### config.mk
export PLATFORM = sky130hd
export DESIGN_NAME = ws2812_bit_tx_flat
export DESIGN_NICKNAME = d
export VERILOG_FILES = /design/src/rtl/ws2812_bit_tx_if.sv /design/src/rtl/ws2812_bit_tx.sv /design/src/flat_wrapper.sv
export SDC_FILE = /design/constraint.sdc
export NUM_CORES = 1
export LEC_CHECK = 0
export BUFFER_PORTS_ARGS = -buffer_cell sky130_fd_sc_hd__buf_4
export CAP_MARGIN = 20
export CORE_AREA = 2 2 73 75
export CTS_CLUSTER_SIZE = 16
export DETAILED_ROUTE_END_ITERATION = 8
export DIE_AREA = 0 0 75 77
export SLEW_MARGIN = 20
export SYNTH_ARGS = -nofsm -noshare
export SYNTH_HDL_FRONTEND = slang
export SYNTH_SLANG_ARGS = --single-unit
### constraint.sdc
create_clock -name clk -period 1.7 [get_ports clk]
set_clock_uncertainty 0.05 [all_clocks]
set_input_delay 0.085 -clock clk [delete_from_list [all_inputs] [get_ports clk]]
set_output_delay 0.085 -clock clk [all_outputs]
set_load 0.01 [all_outputs]
### src/rtl/ws2812_bit_tx_if.sv
// Word-level handshake between the pixel-sequencing controller (master)
// and the WS2812 bit serializer (slave).
interface ws2812_bit_tx_if;
  logic        tx_en;
  logic [23:0] rgb;
  logic        tx_done;
  logic        busy;

  modport master (output tx_en, rgb, input tx_done, busy);
  modport slave  (input tx_en, rgb, output tx_done, busy);
endinterface

### src/rtl/ws2812_bit_tx.sv
// WS2812 single-wire NRZ serializer: a free-running 24-slot timebase carries one
// colour word per period; idle periods hold the line low to form the latch gap.
module ws2812_bit_tx #(
  parameter int T0H       = 20,
  parameter int T1H       = 40,
  parameter int T_BIT     = 63,
  parameter int GRB_ORDER = 1
) (
  input  logic               clk,
  input  logic               rst_n,
  ws2812_bit_tx_if.slave     bus,
  output logic               o_dout
);

  localparam logic [7:0] C_T0H  = 8'(T0H);
  localparam logic [7:0] C_T1H  = 8'(T1H);
  localparam logic [7:0] C_LAST = 8'(T_BIT - 1);

  typedef enum logic {
    ST_IDLE = 1'b0,
    ST_DATA = 1'b1
  } state_t;

  state_t      r_state;
  logic [7:0]  r_cyc;
  logic [4:0]  r_bit_idx;
  logic [23:0] r_shreg;
  logic        r_tx_done;
  logic        r_dout_p1;

  logic        w_slot_end;
  logic        w_boundary;
  logic        w_strobe;
  logic        w_active;
  logic [7:0]  w_high_len;
  logic        w_dout_p0;

  // Wire order of the 24 bits; the shifter always emits bit 23 first.
  function automatic logic [23:0] order_word(input logic [23:0] rgb);
    if (GRB_ORDER != 0)
      return {rgb[15:8], rgb[23:16], rgb[7:0]};
    else
      return rgb;
  endfunction

  assign w_active   = (r_state == ST_DATA);
  assign w_slot_end = (r_cyc == C_LAST);
  assign w_boundary = w_slot_end && (r_bit_idx == 5'd0);
  // One slot ahead of the boundary, leaving T_BIT-2 cycles for the controller.
  assign w_strobe   = (r_cyc == 8'd0) && (r_bit_idx == 5'd0);
  assign w_high_len = r_shreg[23] ? C_T1H : C_T0H;
  assign w_dout_p0  = w_active && (r_cyc < w_high_len);

  always_ff @(posedge clk or negedge rst_n) begin
    if (!rst_n) begin
      r_state   <= ST_IDLE;
      r_cyc     <= '0;
      r_bit_idx <= 5'd23;
      r_shreg   <= '0;
      r_tx_done <= 1'b0;
      r_dout_p1 <= 1'b0;
    end else begin
      r_tx_done <= w_strobe;

      if (w_slot_end) begin
        r_cyc     <= '0;
        r_bit_idx <= (r_bit_idx == 5'd0) ? 5'd23 : r_bit_idx - 5'd1;
      end else begin
        r_cyc     <= r_cyc + 8'd1;
      end

      // Inputs only matter here; everything else in the period is ignored.
      if (w_boundary) begin
        r_shreg <= bus.tx_en ? order_word(bus.rgb) : 24'd0;
        r_state <= bus.tx_en ? ST_DATA : ST_IDLE;
      end else if (w_slot_end) begin
        r_shreg <= {r_shreg[22:0], 1'b0};
      end

      // p0 -> p1: line register, lags the timebase by one clock
      r_dout_p1 <= w_dout_p0;
    end
  end

  assign bus.tx_done = r_tx_done;
  assign bus.busy    = w_active;
  assign o_dout      = r_dout_p1;

endmodule

### src/flat_wrapper.sv
// flat-port wrapper written by rule: the top's interface ports become plain ports
module ws2812_bit_tx_flat 
#(
  parameter int T0H       = 20,
  parameter int T1H       = 40,
  parameter int T_BIT     = 63,
  parameter int GRB_ORDER = 1
)
  (clk, rst_n, o_dout, bus_tx_en, bus_rgb, bus_tx_done, bus_busy);
  ws2812_bit_tx_if bus_i ();
  input  logic clk;
  input  logic rst_n;
  output logic o_dout;
  input wire logic [$bits(bus_i.tx_en)-1:0] bus_tx_en;
  input wire logic [$bits(bus_i.rgb)-1:0] bus_rgb;
  output wire logic [$bits(bus_i.tx_done)-1:0] bus_tx_done;
  output wire logic [$bits(bus_i.busy)-1:0] bus_busy;
  assign bus_i.tx_en = bus_tx_en;
  assign bus_i.rgb = bus_rgb;
  assign bus_tx_done = bus_i.tx_done;
  assign bus_busy = bus_i.busy;
  ws2812_bit_tx #(.T0H(T0H), .T1H(T1H), .T_BIT(T_BIT), .GRB_ORDER(GRB_ORDER)) u_core (.clk(clk), .rst_n(rst_n), .bus(bus_i), .o_dout(o_dout));
endmodule
==> results.sh, run 1 <==
export IMPL_status="completed"
export IMPL_path_clk_slew_ps=70
export IMPL_post_place_ws_ps=47.5
export IMPL_tightest_slew_ps=508
export IMPL_drv_cap=0
export IMPL_grt_total_usage_pct=18.0
export IMPL_layout_common_cells="48 x buf_4, 36 x dfrtp_1, 31 x nand3_1"
export IMPL_final_common_cell="buf_4"
export IMPL_antenna_found_initial=0
export IMPL_ir_drop_uv=362
export IMPL_slew_viol_final=0
export IMPL_grt_pass1_wl_um=8050
export IMPL_dp_cells=317
export IMPL_synth_area_leaders="dfrtp_1 44%, nand3_1 7.6%, a31oi_1 7.0%, a21oi_1 6.9%, dfstp_2 5.1%"
export IMPL_post_synth_top_area_cell="dfrtp_1"
export IMPL_min_path_type="in2reg"
export IMPL_crit_type="reg2reg"
export IMPL_io_pins=30
export IMPL_diodes=0
export IMPL_min_period_over_period_pct=95.6
export IMPL_max_stage_delay_ps=380
export IMPL_cts_tree="yes"
export IMPL_finalCriticalPeriod_ps=1620
export IMPL_num_vias=1701
export IMPL_grt_pass1_vias=1725
export IMPL_cp_max_fo=23
export IMPL_gp_congestion=0.812
export IMPL_drt_vias_per_instance=5.23
export IMPL_die_area_um2=5780
export IMPL_synth_cell_area_um2=2040
export IMPL_sequentialPowerShare_pct=57.9
export IMPL_die_h_um=77
export IMPL_numPortBuffers=29
export IMPL_die_w_um=75
export IMPL_crit_required_ps=1830
export IMPL_fillers=515
export IMPL_finalHoldViolCount=0
export IMPL_clkPwrFrac_pct=36.4
export IMPL_p_per_area_nw_per_um2=661
export IMPL_h_tree_depth=2
export IMPL_wl_um=4580
export IMPL_core_area_um2=4980
export IMPL_layoutNonFillerInstCount=325
export IMPL_r2r_start="u_core.r_cyc[0]"
export IMPL_crit_chain="inv_1 -> ha_1 -> nor3b_4 -> buf_4 -> nor2_1 -> mux2_2"
export IMPL_switchingPower_mw=0.366
export IMPL_yosysSeqAreaShare_pct=49.2
export IMPL_syn_to_final_growth_pct=22.0
export IMPL_p_leak_nw=1.06
export IMPL_grt_ovfl_total=0
export IMPL_grt_max_degree=41
export IMPL_swShare_pct=22.2
export IMPL_ys_seq_elements=40
export IMPL_yosysWarnings=0
export IMPL_arrival_ps=1760
export IMPL_rows=26
export IMPL_clockBufferDepth=2
export IMPL_cts_made_buffers=5
export IMPL_ant_nets=0
export IMPL_rsz0062_at_grt="yes"
export IMPL_hpwlAfterDp_um=3160
export IMPL_postSynthCellCount=216
export IMPL_ys_types=32
export IMPL_regArea_um2=1010
export IMPL_yosysTopAreaCellShare_pct=44.1
export IMPL_drc_errors=0
export IMPL_synthesis_nets=250
export IMPL_start_kind="register"
export IMPL_relSlewSlack_pct=66.1
export IMPL_start_util_pct=41.1
export IMPL_fmax_mhz=615
export IMPL_design_area_um2=2490
export IMPL_combPwrFrac_pct=5.7
export IMPL_drt_iter0_markers=112
export IMPL_cts_root_buf="clkbuf_8"
export IMPL_tns_ps=0
export IMPL_critical_path_slowest_cell="dfrtp_1"
export IMPL_placed_area_um2=2390
export IMPL_finalSetupViolCount=0
export IMPL_multi_input_area_um2=911
export IMPL_fin_ws_ps=75.0
export IMPL_cp_startpoint="u_core.r_cyc[0]"
export IMPL_drive_gt1_share_pct=26.3
export IMPL_intPower_mw=1.28
export IMPL_wl_per_cell_um=14.1
export IMPL_holdCritStartpoint="bus_rgb[3]"
export IMPL_syn_mean_instance_area_um2=9.47
export IMPL_post_cts_buffers=0
export IMPL_end_kind="register"
export IMPL_drt_pass1_iter_count=4
export IMPL_insertion_delay_ps=300
export IMPL_nets=289
export IMPL_clock_sinks=40
[power by group through the flow]
stage / clock (mW) / combinational, mW / sequential [mW]
3_5_place_dp: 0 / 0.0951 / 0.972
6_report: 0.600 / 0.0937 / 0.954
3_3_place_gp: 0 / 0.0940 / 0.972
4_1_cts: 0.626 / 0.0970 / 0.953
5_1_grt: 0.668 / 0.108 / 0.954
2_1_floorplan: 0 / 0.0237 / 0.972
[layout make-up]
cell class	instances	share of cell area, %
clock buffer	6	2.91
timing repair buffer	51	15.8
inverter	5	0.753
sequential	40	40.3
clock inverter	1	0.201
tap	70	3.51
multi-input combinational	152	36.5
[metrics by stage]
step	power, mW	utilization, %	hold slack, ps
detailed placement	1.07	47.9	48.8
finish	1.65	50.1	23.6
global placement	1.07	47.9	49.6
CTS	1.68	49.7	16.1
floorplan	0.996	-	-261
global route	1.73	50.1	17.0
[synthesized netlist by cell type (all sizes together)]
master	number
dfrtp	36
nand3	31
a21oi	28
nand2	24
a31oi	23
buf	17
nor2	11
ha	7
inv	5
dfstp	4
mux2	4
xnor2	4
nor4	3
and2	2
clkbuf	2
o21ai	2
xor2	2
a21o	1
and3	1
and4	1
nand2b	1
nand4	1
nor2b	1
nor3	1
nor3b	1
nor4b	1
o21bai	1
or4b	1
[critical path, delay by kind of cell, from the launching register on]
kind	cells	cell delay, ps
adders and majority gates	1	150
buffers and inverters	2	380
DFF	1	380
muxes	1	250
and+or+nand+nor	2	290
[flip-flops by register name, summed over array words and instances (netlist names)]
register / flops
u_core.o_dout: 1
u_core.r_cyc: 8
u_core.r_bit_idx: 5
u_core.bus.tx_done: 1
u_core.r_shreg: 24
u_core.bus.busy: 1
[path summary, 6_finish.rpt]
path | endpoint | slack (ps) | cells after the start
worst max-delay path | u_core.r_cyc[6] | 80 | 6
worst min-delay path | u_core.r_shreg[3] | 20 | 3
worst max register to register | u_core.r_cyc[6] | 80 | 6
worst min register to register | u_core.r_shreg[0] | 440 | 1
max in group asynchronous | u_core.r_bit_idx[0] | 970 | 2
min in group asynchronous | u_core.r_cyc[2] | 250 | 2
[metal layers]
metal	part of all wire [%]	vias to the layer above	track usage, %	wire length, um
met5	0	-	0	0
met4	1.1	0	5.00	51
met3	4.8	6	5.12	222
met2	46	43	27.1	2100
met1	48	812	25.0	2210
li1	-	840	-	-
[what timing repair did]
action | 4_1_cts | 5_1_grt
hold buffers | 1 | 0
hold endpoints to repair | 36 | 0
endpoints found under the setup margin | 0 | 20
resized for setup | 0 | 5
[cells by family after synthesis]
logic type               synth area share, %
XOR/XNOR                                2.57
flip-flops                              49.2
multiplexers                            2.20
adder cells (fa/ha/maj)                 4.28
AO/OA/AOI/OAI                           15.1
AND/OR/NAND/NOR                         19.8
buffers and inverters                   6.85
No activity file was read; power rests on OpenSTA's default activity.
==> inputs of run 2 (changes only) <==
Settings changed: CORE_AREA 2 2 73 75 to 2 2 67 69, DIE_AREA 0 0 75 77 to 0 0 69 71, PLACE_DENSITY set to 0.73.
==> run 2 against run 1 <==
Count of clock-buffer cells in the layout increased by 2; via count increased by 1.8%; critical path depth decreased by 1; setup slack got worse by 13 ps; critical endpoint is now u_core.bus.busy; highest routed layer unchanged.
==> results.sh, run 2 (synthesized netlist as in run 1, its figures left out) <==
export IMPL_cts_made_buffers=5
export IMPL_drt_vias_per_instance=5.60
export IMPL_syn_to_final_growth_pct=24.0
export IMPL_critical_path_slowest_cell="dfstp_2"
export IMPL_r2r_setup_slack_ps=60
export IMPL_insertion_delay_ps=300
export IMPL_drv_cap=0
export IMPL_rsz0062_at_grt="yes"
export IMPL_antenna_found_initial=0
export IMPL_slew_viol_final=0
export IMPL_end_kind="register"
export IMPL_drt_pass1_iter_count=4
export IMPL_h_tree_depth=2
export IMPL_path_clk_slew_ps=70
export IMPL_gp_congestion=0.778
export IMPL_ant_nets=0
export IMPL_r2r_cells=5
export IMPL_nets=290
export IMPL_grt_pass1_wl_um=8050
export IMPL_ir_drop_uv=568
export IMPL_fin_util_pct=60.3
export IMPL_fmax_mhz=611
export IMPL_cts_root_buf="clkbuf_8"
export IMPL_die_area_um2=4900
export IMPL_layout_common_cells="44 x buf_4, 36 x dfrtp_1, 31 x nand3_1"
export IMPL_cp_startpoint="u_core.r_bit_idx[1]"
export IMPL_finalSetupViolCount=0
export IMPL_num_vias=1731
export IMPL_regMostFlops="u_core.r_shreg"
export IMPL_hpwlAfterDp_um=3010
export IMPL_grt_ovfl_total=0
export IMPL_core_area_um2=4200
export IMPL_min_path_cells=3
export IMPL_grt_total_usage_pct=20.6
export IMPL_layoutNonFillerInstCount=309
export IMPL_largest_reg_flops=24
export IMPL_reg2reg_to="u_core.bus.busy"
export IMPL_die_w_um=69
export IMPL_grt_max_degree=41
export IMPL_start_util_pct=48.6
export IMPL_largestRegisters="u_core.r_shreg: 24 flops, u_core.r_cyc: 8 flops, u_core.r_bit_idx: 5 flops"
export IMPL_placed_area_um2=2350
export IMPL_cp_max_fo=6
export IMPL_final_common_cell="buf_4"
export IMPL_drc_errors=0
export IMPL_wl_per_cell_um=15.2
export IMPL_drt_iter0_markers=109
export IMPL_p_leak_nw=1.08
export IMPL_crit_chain="inv_2 -> ha_4 -> nor4b_4 -> nand3_1 -> mux2_4"
export IMPL_start_kind="register"
export IMPL_max_stage_delay_ps=390
export IMPL_cp_endpoint="u_core.bus.busy"
export IMPL_p_per_area_nw_per_um2=675
export IMPL_finalHoldViolCount=0
export IMPL_relSlewSlack_pct=66.4
export IMPL_clock_sinks=40
export IMPL_cp_top_family="simple AND/OR/NAND/NOR gates"
export IMPL_crit_required_ps=1830
export IMPL_die_h_um=71
export IMPL_io_pins=30
export IMPL_tns_ps=0
export IMPL_finalPower_mw=1.71
export IMPL_path_depth=5
export IMPL_design_area_um2=2530
export IMPL_diodes=0
export IMPL_wl_um=4700
export IMPL_rows=24
export IMPL_cts_tree="yes"
export IMPL_grt_pass1_vias=1752
export IMPL_min_period_over_period_pct=96.3
export IMPL_crit_type="reg2reg"
export IMPL_crit_buf_inv=1
export IMPL_drive_gt1_share_pct=28.4
export IMPL_clockBufferDepth=2
export IMPL_status="completed"
export IMPL_min_path_type="in2reg"
export IMPL_dp_cells=296
export IMPL_r2r_start="u_core.r_bit_idx[1]"
export IMPL_numPortBuffers=29
export IMPL_tightest_slew_ps=504
export IMPL_finalCriticalPeriod_ps=1640
export IMPL_arrival_ps=1770
==> run 2: changes by cell type in the layout (fill, tap and decap cells not counted), moves of 3 or more <==
cell	delta
buf_4	-4
buf_6	+4
inv_1	-3
inv_2	+3
==> run 2: per-stage QoR <==
stage	setup slack (ps)	hold WS (ps)
floorplan	90.5	-261
global placement	81.7	42.9
detailed placement	23.5	37.5
CTS	17.3	13.8
global route	-45.3	22.6
finish	62.4	20.2
==> run 2: final cells by class <==
type | instances | area [um2]
Fill cell | 384 | 1670
Sequential cell | 40 | 1010
Multi-Input combinational cell | 152 | 927
Timing Repair Buffer | 52 | 428
Clock buffer | 8 | 90.1
Tap cell | 52 | 65.1
Inverter | 5 | 18.8
==> run 2: what timing repair did <==
item,CTS,global route
buffers inserted,0,2
resized for setup,0,17
hold buffers,1,0
endpoints found under the setup margin,0,29
hold endpoints to repair,36,0
==> run 2: routing by layer <==
| metal | vias to the layer above | GRT usage, % | share of wire, % |
|---|---|---|---|
| met5 | - | 0 | 0 |
| met4 | 0 | 8.06 | 1.3 |
| met1 | 837 | 28.1 | 46 |
| li1 | 846 | - | - |
| met2 | 43 | 31.6 | 48 |
| met3 | 5 | 5.41 | 4.7 |
==> run 2: worst min path at each step <==
stage | to | start | slack [ps]
floorplan | u_core.bus.busy | rst_n | -260
global placement | u_core.o_dout | rst_n | 40
detailed placement | u_core.o_dout | rst_n | 40
CTS | u_core.r_shreg[17] | bus_rgb[9] | 10
global route | u_core.r_shreg[18] | bus_rgb[10] | 20
finish | u_core.r_shreg[17] | bus_rgb[9] | 20
==> run 2: power breakdown <==
part / internal [mW] / leakage, nW / switching [mW]
Clock: 0.331 / 0.0455 / 0.331
Sequential: 0.952 / 0.407 / 0.00155
Combinational: 0.0507 / 0.627 / 0.0441
==> run 2: worst min-delay path, stage by stage <==
cell and delay, ps:
buf_4 110, nand3_1 70, a31oi_1 70
